$ cat config.mk
export PLATFORM = sky130hd
export DESIGN_NAME = apb_clint
export DESIGN_NICKNAME = d
export VERILOG_FILES = /design/src/rtl/clint_pkg.sv /design/src/rtl/clint_timer.sv /design/src/rtl/apb_clint.sv
export SDC_FILE = /design/constraint.sdc
export NUM_CORES = 1
export LEC_CHECK = 0
export ABC_CLOCK_PERIOD_IN_PS = 7400
export CORE_AREA = 3 3 188 190
export DETAILED_ROUTE_END_ITERATION = 7
export DIE_AREA = 0 0 191 193
export DONT_BUFFER_PORTS = 1
export PLACE_DENSITY_LB_ADDON = 0.1
export SYNTH_ARGS = -nofsm -noshare
export SYNTH_HDL_FRONTEND = slang
export SYNTH_SLANG_ARGS = --single-unit
$ cat constraint.sdc
create_clock -name clock -period 7.4 [get_ports clock]
set_clock_uncertainty 0.1 [all_clocks]
set_input_delay 1.48 -clock clock [delete_from_list [all_inputs] [get_ports clock]]
set_output_delay 1.48 -clock clock [all_outputs]
set_load 0.005 [all_outputs]
$ cat src/rtl/clint_pkg.sv
// Shared offsets, reset values, bus payload types and byte-strobe helper for the APB CLINT.
package clint_pkg;

    localparam int unsigned DATA_W     = 32;
    localparam int unsigned STRB_W     = 4;
    localparam int unsigned OFF_W      = 16;
    localparam int unsigned PRESCALE_W = 16;
    localparam int unsigned MTIME_W    = 64;

    localparam logic [OFF_W-1:0] CLINT_MSIP        = 16'h0000;
    localparam logic [OFF_W-1:0] CLINT_MTIMECMP_LO = 16'h4000;
    localparam logic [OFF_W-1:0] CLINT_MTIMECMP_HI = 16'h4004;
    localparam logic [OFF_W-1:0] CLINT_PRESCALE    = 16'h8000;
    localparam logic [OFF_W-1:0] CLINT_MTIME_LO    = 16'hBFF8;
    localparam logic [OFF_W-1:0] CLINT_MTIME_HI    = 16'hBFFC;

    localparam logic [MTIME_W-1:0] MTIMECMP_RST = 64'hFFFF_FFFF_FFFF_FFFF;

    // Software write into one half of mtime; a write replaces that half outright.
    typedef struct packed {
        logic              we_lo;
        logic              we_hi;
        logic [DATA_W-1:0] data;
    } mtime_wr_t;

    // Replace the bytes of old selected by strb with the matching bytes of wdata.
    function automatic logic [DATA_W-1:0] apply_strb(input logic [DATA_W-1:0] old,
                                                     input logic [DATA_W-1:0] wdata,
                                                     input logic [STRB_W-1:0] strb);
        logic [DATA_W-1:0] r;
        r = old;
        for (int b = 0; b < int'(STRB_W); b++) begin
            if (strb[b]) r[8*b +: 8] = wdata[8*b +: 8];
        end
        return r;
    endfunction

endpackage

$ cat src/rtl/clint_timer.sv
// Prescaled 64-bit machine timer with software override and registered compare interrupt.
module clint_timer
    import clint_pkg::*;
(
    input  logic                  clock,
    input  logic                  reset,
    input  logic [PRESCALE_W-1:0] prescale,
    input  logic                  prescale_clr,
    input  mtime_wr_t             mtime_wr,
    input  logic [MTIME_W-1:0]    mtimecmp,
    output logic [MTIME_W-1:0]    mtime,
    output logic                  mtip
);

    logic [PRESCALE_W-1:0] pcnt;
    logic                  tick;

    assign tick = (pcnt == prescale);

    // Prescale counter: wraps on tick, restarts whenever PRESCALE is rewritten.
    always_ff @(posedge clock or posedge reset) begin
        if (reset) begin
            pcnt <= '0;
        end else if (prescale_clr || tick) begin
            pcnt <= '0;
        end else begin
            pcnt <= pcnt + PRESCALE_W'(1);
        end
    end

    // mtime: a software write to either half suppresses that cycle's increment.
    always_ff @(posedge clock or posedge reset) begin
        if (reset) begin
            mtime <= '0;
        end else if (mtime_wr.we_lo) begin
            mtime <= {mtime[MTIME_W-1:32], mtime_wr.data};
        end else if (mtime_wr.we_hi) begin
            mtime <= {mtime_wr.data, mtime[31:0]};
        end else if (tick) begin
            mtime <= mtime + MTIME_W'(1);
        end
    end

    // Level timer interrupt from the current register values, one cycle late.
    always_ff @(posedge clock or posedge reset) begin
        if (reset) begin
            mtip <= 1'b0;
        end else begin
            mtip <= (mtime >= mtimecmp);
        end
    end

endmodule

$ cat src/rtl/apb_clint.sv
// APB completer for a CLINT-style machine timer and software interrupt, with wait states.
module apb_clint
    import clint_pkg::*;
#(
    parameter int unsigned WAIT_CYCLES = 0,
    parameter int unsigned ADDR_BITS   = 16
) (
    input  logic              clock,
    input  logic              reset,
    input  logic [31:0]       in_paddr,
    input  logic              in_psel,
    input  logic              in_penable,
    input  logic [2:0]        in_pprot,
    input  logic              in_pwrite,
    input  logic [DATA_W-1:0] in_pwdata,
    input  logic [STRB_W-1:0] in_pstrb,
    output logic              in_pready,
    output logic [DATA_W-1:0] in_prdata,
    output logic              in_pslverr,
    output logic              mtip,
    output logic              msip
);

    localparam int unsigned DEC_BITS  = (ADDR_BITS < OFF_W) ? ADDR_BITS : OFF_W;
    localparam logic [3:0]  WAIT_LAST = 4'(WAIT_CYCLES);

    logic [3:0]            wcnt;
    logic                  access;
    logic [OFF_W-1:0]      off;
    logic                  hit;
    logic [DATA_W-1:0]     rdata;
    logic [DATA_W-1:0]     merged;
    logic                  wr_en;
    logic [MTIME_W-1:0]    mtimecmp;
    logic [MTIME_W-1:0]    mtime;
    logic [PRESCALE_W-1:0] prescale;
    mtime_wr_t             mtime_wr;
    logic                  unused_bits;

    assign unused_bits = ^{in_pprot, in_paddr[31:DEC_BITS], in_paddr[1:0]};

    assign off       = OFF_W'({in_paddr[DEC_BITS-1:2], 2'b00});
    assign access    = in_psel & in_penable;
    assign in_pready = access & (wcnt == WAIT_LAST);
    assign wr_en     = in_pready & in_pwrite & hit;
    assign merged    = apply_strb(rdata, in_pwdata, in_pstrb);

    assign in_prdata  = in_pready ? rdata : '0;
    assign in_pslverr = in_pready & ~hit;

    // Wait-state counter: runs through the access phase, clears on completion or deselect.
    always_ff @(posedge clock or posedge reset) begin
        if (reset) begin
            wcnt <= '0;
        end else if (!in_psel || in_pready) begin
            wcnt <= '0;
        end else if (access) begin
            wcnt <= wcnt + 4'd1;
        end
    end

    // Offset decode and current value of the addressed register.
    always_comb begin
        hit   = 1'b0;
        rdata = '0;
        case (off)
            CLINT_MSIP:        begin hit = 1'b1; rdata = {31'b0, msip};             end
            CLINT_MTIMECMP_LO: begin hit = 1'b1; rdata = mtimecmp[31:0];            end
            CLINT_MTIMECMP_HI: begin hit = 1'b1; rdata = mtimecmp[63:32];           end
            CLINT_PRESCALE:    begin hit = 1'b1; rdata = {16'b0, prescale};         end
            CLINT_MTIME_LO:    begin hit = 1'b1; rdata = mtime[31:0];               end
            CLINT_MTIME_HI:    begin hit = 1'b1; rdata = mtime[63:32];              end
            default:           begin hit = 1'b0; rdata = '0;                        end
        endcase
    end

    // Control registers owned by the APB side; commit on the completing edge.
    always_ff @(posedge clock or posedge reset) begin
        if (reset) begin
            msip     <= 1'b0;
            mtimecmp <= MTIMECMP_RST;
            prescale <= '0;
        end else if (wr_en) begin
            case (off)
                CLINT_MSIP:        msip            <= merged[0];
                CLINT_MTIMECMP_LO: mtimecmp[31:0]  <= merged;
                CLINT_MTIMECMP_HI: mtimecmp[63:32] <= merged;
                CLINT_PRESCALE:    prescale        <= merged[PRESCALE_W-1:0];
                default:           ;
            endcase
        end
    end

    assign mtime_wr.we_lo = wr_en & (off == CLINT_MTIME_LO);
    assign mtime_wr.we_hi = wr_en & (off == CLINT_MTIME_HI);
    assign mtime_wr.data  = merged;

    clint_timer u_timer (
        .clock        (clock),
        .reset        (reset),
        .prescale     (prescale),
        .prescale_clr (wr_en & (off == CLINT_PRESCALE)),
        .mtime_wr     (mtime_wr),
        .mtimecmp     (mtimecmp),
        .mtime        (mtime),
        .mtip         (mtip)
    );

endmodule

# Word level (Yosys, flattened, before mapping)
# Cells that the tools add are included.
# op_classes
multipliers,0
bitwise,10
add_sub_neg,3
n_shift,0
n_eq_ne,7
div,0
magnitude_cmp,1
muxes,13
n_reduce_logical,15
# op_table
operator,n
32-bit one-hot mux with 6 select lines,1
64-bit two-way mux,2
"64-bit by 1-bit adder with 64-bit output, second input constant",1
64-bit greater-or-equal comparator,1
32-bit two-way mux,2
"14-bit == test, second input constant",3
8-bit two-way mux,4
"14-bit by 13-bit == test with 1-bit output, second input constant",2
"16-bit by 1-bit adder with 16-bit output, second input constant",1
16-bit == test,1
16-bit zero test,1
16-bit two-way mux,1
2-bit AND reduction,6
1-bit bitwise AND,8
4-bit two-way mux,2
2-bit nonzero test,3
6-bit OR reduction,1
"4-bit by 1-bit adder with 4-bit output, second input constant",1
4-bit zero test,1
1-bit logical OR,2
"2-bit by 1-bit != test with 1-bit output, second input constant",1
1-bit inverter,2
1-bit zero test,1
1-bit two-way mux,1
# word_totals
rom_bits,0
mem_count,0
mem_bits_rw,0
latch_bits,0
ff_bits,166

# Depth between registers and ports, before layout
# logic_depth
depth_word,7
depth_mapped,11
mapped_depth_nobuf,8

# Cells and area by module
# Synthesis repeated with hierarchy kept, for this count alone.
# unflattened
hier_cells,1404
area_unflattened_um2,11921.4
# by_module_without_submodules
mod,cells_each,instances,seq_area_each_um2,area_per_inst_um2
clint_timer,826,1,2026.9,6713.9
apb_clint,578,1,2207.1,5207.5

# Worst setup path after synthesis
# OpenSTA, ideal clock, no wires.
# synth_timing
path_type,input -> output
start,in in_paddr[7]
end,out in_prdata[4]
path_buffers,1
path_slack_ps,2807
t_required_ps,5820
path_stages,6
arrival_ps,3013
path_cell_list,or4_4 nor4_4 buf_4 a221oi_1 o21ai_0 and2_1
# synth_between
elab_chain_cells,3
elab_cells_between_ends,8
cone_classes,5 x eq/ne; 2 x mux; 1 x reduce/logical
# synth_rtl
element,line_no,text
from (decl),apb_clint.sv:10,"input logic [31:0] in_paddr,"
"14-bit == test, or another cell as far along",apb_clint.sv:66,case (off)
32-bit one-hot mux with 6 select lines *,apb_clint.sv:66,
32-bit two-way mux *,apb_clint.sv:48,assign in_prdata = in_pready ? rdata : '0;
to (decl),apb_clint.sv:18,"output logic [DATA_W-1:0] in_prdata,"
# Every way passes the cells marked *; elsewhere a longest branch is shown, timed or not.

# Final worst setup path
# layout_timing
start,in in_paddr[7]
end,out in_prdata[15]
# Same word-level chain as after synthesis.

==> flow_metrics.tcl <==
set metrics [dict create \
    status "finished clean" \
    root_buffer "sky130_fd_sc_hd__clkbuf_16" \
    fillCellCount 3422 \
    max_slew_margin 0.226 \
    syn_area_um2 11800 \
    ys_ff_latch 166 \
    post_cts.repair.setup_buffers 0 \
    area_growth_syn_to_layout_pct 8.77 \
    yosys.area.top_type_share 0.217 \
    final_layout_size_suffix_gt1_frac 0.133 \
    cp.arrival_ns 3.90 \
    path_delay_family "simple AND/OR/NAND/NOR gates" \
    viasPerCell 5.64 \
    post_cts_hold_buffer_count 0 \
    synthTopCellsByArea "sky130_fd_sc_hd__dfrtp_1 22%, sky130_fd_sc_hd__dfstp_2 14%, sky130_fd_sc_hd__ha_1 7.2%" \
    post-place-cells 1716 \
    number_of_antenna_diodes 0 \
    timing.critical_path.cells "or4_4 -> nor4_4 -> a22oi_1 -> o211ai_1 -> and2_1" \
    routed_length_per_placed_instance_um 22.2 \
    floorplan.die.width_um 191 \
    drv_slew 0 \
    synth_top_family_by_area "simple AND/OR/NAND/NOR gates" \
    finalWorstPathRequiredPeriod_ns 5.48 \
    overflow_left_after_global_routing 0 \
    die_h_um 193 \
    grt_usage 0.213 \
    path_max_fanout 16 \
    timing.critical_path.to_type "output pin" \
    cts_resized 0 \
    worst_hold_path_type "register to register" \
    post-route-worst-setup-slack_ns 1.92 \
    cp.required_ns 5.82 \
    tightest_slew_ns 1.15 \
    antenna_found_initial 0 \
    maxCapViolations 0 \
    clock_tree.buffer_depth 2 \
    design_power_total_mw 2.28 \
    postSynthCellCount 1317 \
    buffers_on_ports 0 \
    slowest_delay_ns 1.00 \
    synth_enable_flop_cells 0 \
    core_region_area_um2 33600 \
    postSynth.topFlopCell "sky130_fd_sc_hd__dfrtp_1" \
    post_dp_cell_area_um2 12200 \
    vdd_ir_drop_max_mv 0.162 \
    clkLatencyLatePin_ns 0.45 \
    synth_compound_gate_area_share 0.146 \
    detail_route.first_pass.iterations 5 \
    detailroute.via_count 9859 \
    htreeDepth 4 \
    final_setup_fails 0 \
    synth_most_common_cell "sky130_fd_sc_hd__nand2_1" \
    synth_cell_type_count 73 \
    drt.antenna.violating_nets 0 \
    critical-path-slowest-cell "sky130_fd_sc_hd__nor4_4" \
    finalInstanceArea_um2 12800 \
    std_cell_rows 67 \
    grt_start_max_net_pins 72 \
    number_of_buffers_added_by_the_clock_tree_synthesis_step 17 \
    wl_um 38900 \
    syn-mean-instance-area_um2 8.93 \
    finish.utilization 0.381 \
    cts_tree "done" \
    nets 1431 \
    first_pass_grt_wire_length_um 59500 \
    synthesis.nets 1461 \
    io_pins 112 \
    synth_adder_area_share 0.0723 \
    yosys.area_share.xor_xnor 0.0387 \
    cellLeakagePower_nw 5.10 \
    finalNonFillerCells 1748 \
    timing.critical_path.from_type "primary input" \
    drc_errors 0 \
    yosys-top-cells-count "157 x sky130_fd_sc_hd__nand2_1, 106 x sky130_fd_sc_hd__o21ai_0, 102 x sky130_fd_sc_hd__dfrtp_1" \
    synth_top_cell_by_area "sky130_fd_sc_hd__dfrtp_1" \
    gp_congestion 0.812 \
    grt_pass1_vias 9542 \
    max_clock_freq_mhz 183 \
    footprint_of_the_flip_flops_and_latches_um2 4230 \
    place_ws_ns 1.98 \
    cp.buffers_inverters 0 \
    synth_simple_gate_area_share 0.238 \
    die_area_um2 36900 \
    timing.setup.tns_ns 0 \
    synth-async-reset-ratio 1.00 \
    power_per_cell_area_nw_per_um2 178 \
    cts.sink_count 166 \
    reg2reg_slack_ns 3.81 \
    layout_worst_path_cycle_share 0.740 \
    crit_path_class "primary input to output pin" \
    multi_input_logic_area_um2 6960 \
    synth_warnings 0 \
    synth_mux_area_frac 0.0954 \
    violation_count_after_the_first_detailed_route_iteration 666 \
    timing.final.hold_violations 0 \
    hold-worst-slack_ns 0.383 \
    post-dp-hpwl_um 28300 \
    grt_setup_unrepaired "false" \
    initial_utilization 0.350 \
    cts.clk_slew.worst_paths_ns 0.07 \
    synth-seq-area-share 0.360 \
]
## kinds of logic after synthesis
family                     Yosys count
AOI/OAI and AO/OA                  275
DFF                                166
adders and majority gates           68
buffers and inverters              148
muxes                              109
xor gates and xnor gates            52
and+or+nand+nor                    499
## state kept, by name, summed over array words and instances (netlist names)
| name | count |
|---|---|
| u_timer.mtime | 64 |
| u_timer.mtip | 1 |
| u_timer.pcnt | 16 |
| mtimecmp | 64 |
| prescale | 16 |
| wcnt | 4 |
| msip | 1 |
## final cells by class
type | instances | area share
Clock inverter | 10 | 0.00939
Clock buffer | 22 | 0.0380
Inverter | 83 | 0.0247
Sequential cell | 166 | 0.331
Multi-Input combinational cell | 1003 | 0.544
Tap cell | 448 | 0.0438
Timing Repair Buffer | 16 | 0.00939
## cells in the final DEF (no fill, tap or decap), types with 25 or more instances in the layout
cell type,count
sky130_fd_sc_hd__mux2i_1,84
sky130_fd_sc_hd__xnor2_1,27
sky130_fd_sc_hd__a21oi_1,49
sky130_fd_sc_hd__nand2_1,157
sky130_fd_sc_hd__inv_1,81
sky130_fd_sc_hd__dfrtp_1,102
sky130_fd_sc_hd__nand3_1,44
sky130_fd_sc_hd__nand4_1,44
sky130_fd_sc_hd__dfstp_2,64
sky130_fd_sc_hd__xor2_1,25
sky130_fd_sc_hd__o21ai_0,106
sky130_fd_sc_hd__nor2_1,61
sky130_fd_sc_hd__ha_1,68
sky130_fd_sc_hd__mux2_2,25
sky130_fd_sc_hd__nor4_1,27
sky130_fd_sc_hd__and2_1,38
## per-layer routing
metal	part of all wire	global-route usage
met5	0	0
met4	0.013	0.0463
met3	0.034	0.0295
met2	0.46	0.341
met1	0.50	0.307
## report_power, final
group / internal (mW) / switching, mW / total [mW]
Sequential: 0.942 / 0.0653 / 1.01
Clock: 0.540 / 0.407 / 0.947
Combinational: 0.114 / 0.213 / 0.327
Total: 1.60 / 0.685 / 2.28
## path summary, 6_finish.rpt
path                                  start           endpoint  cells past startpoint
worst max-delay path            in_paddr[7]      in_prdata[15]                      5
worst max register to register      wcnt[0]  u_timer.mtime[52]                      8
max in group asynchronous             reset        prescale[4]                      2
min in group asynchronous             reset   u_timer.pcnt[15]                      1
worst min register to register  mtimecmp[7]        mtimecmp[7]                      2
worst min-delay path            mtimecmp[7]        mtimecmp[7]                      2
## worst reg2reg max path: cells and delay by family, from the launching register on
kind / cells / cell delay, ns
flip-flops: 1 / 0.40
AND/OR/NAND/NOR: 5 / 2.47
AO/OA/AOI/OAI: 1 / 0.30
adder cells (fa/ha/maj): 1 / 0.16
buffers and inverters: 1 / 0.10
(Power assumes the default switching activity.)
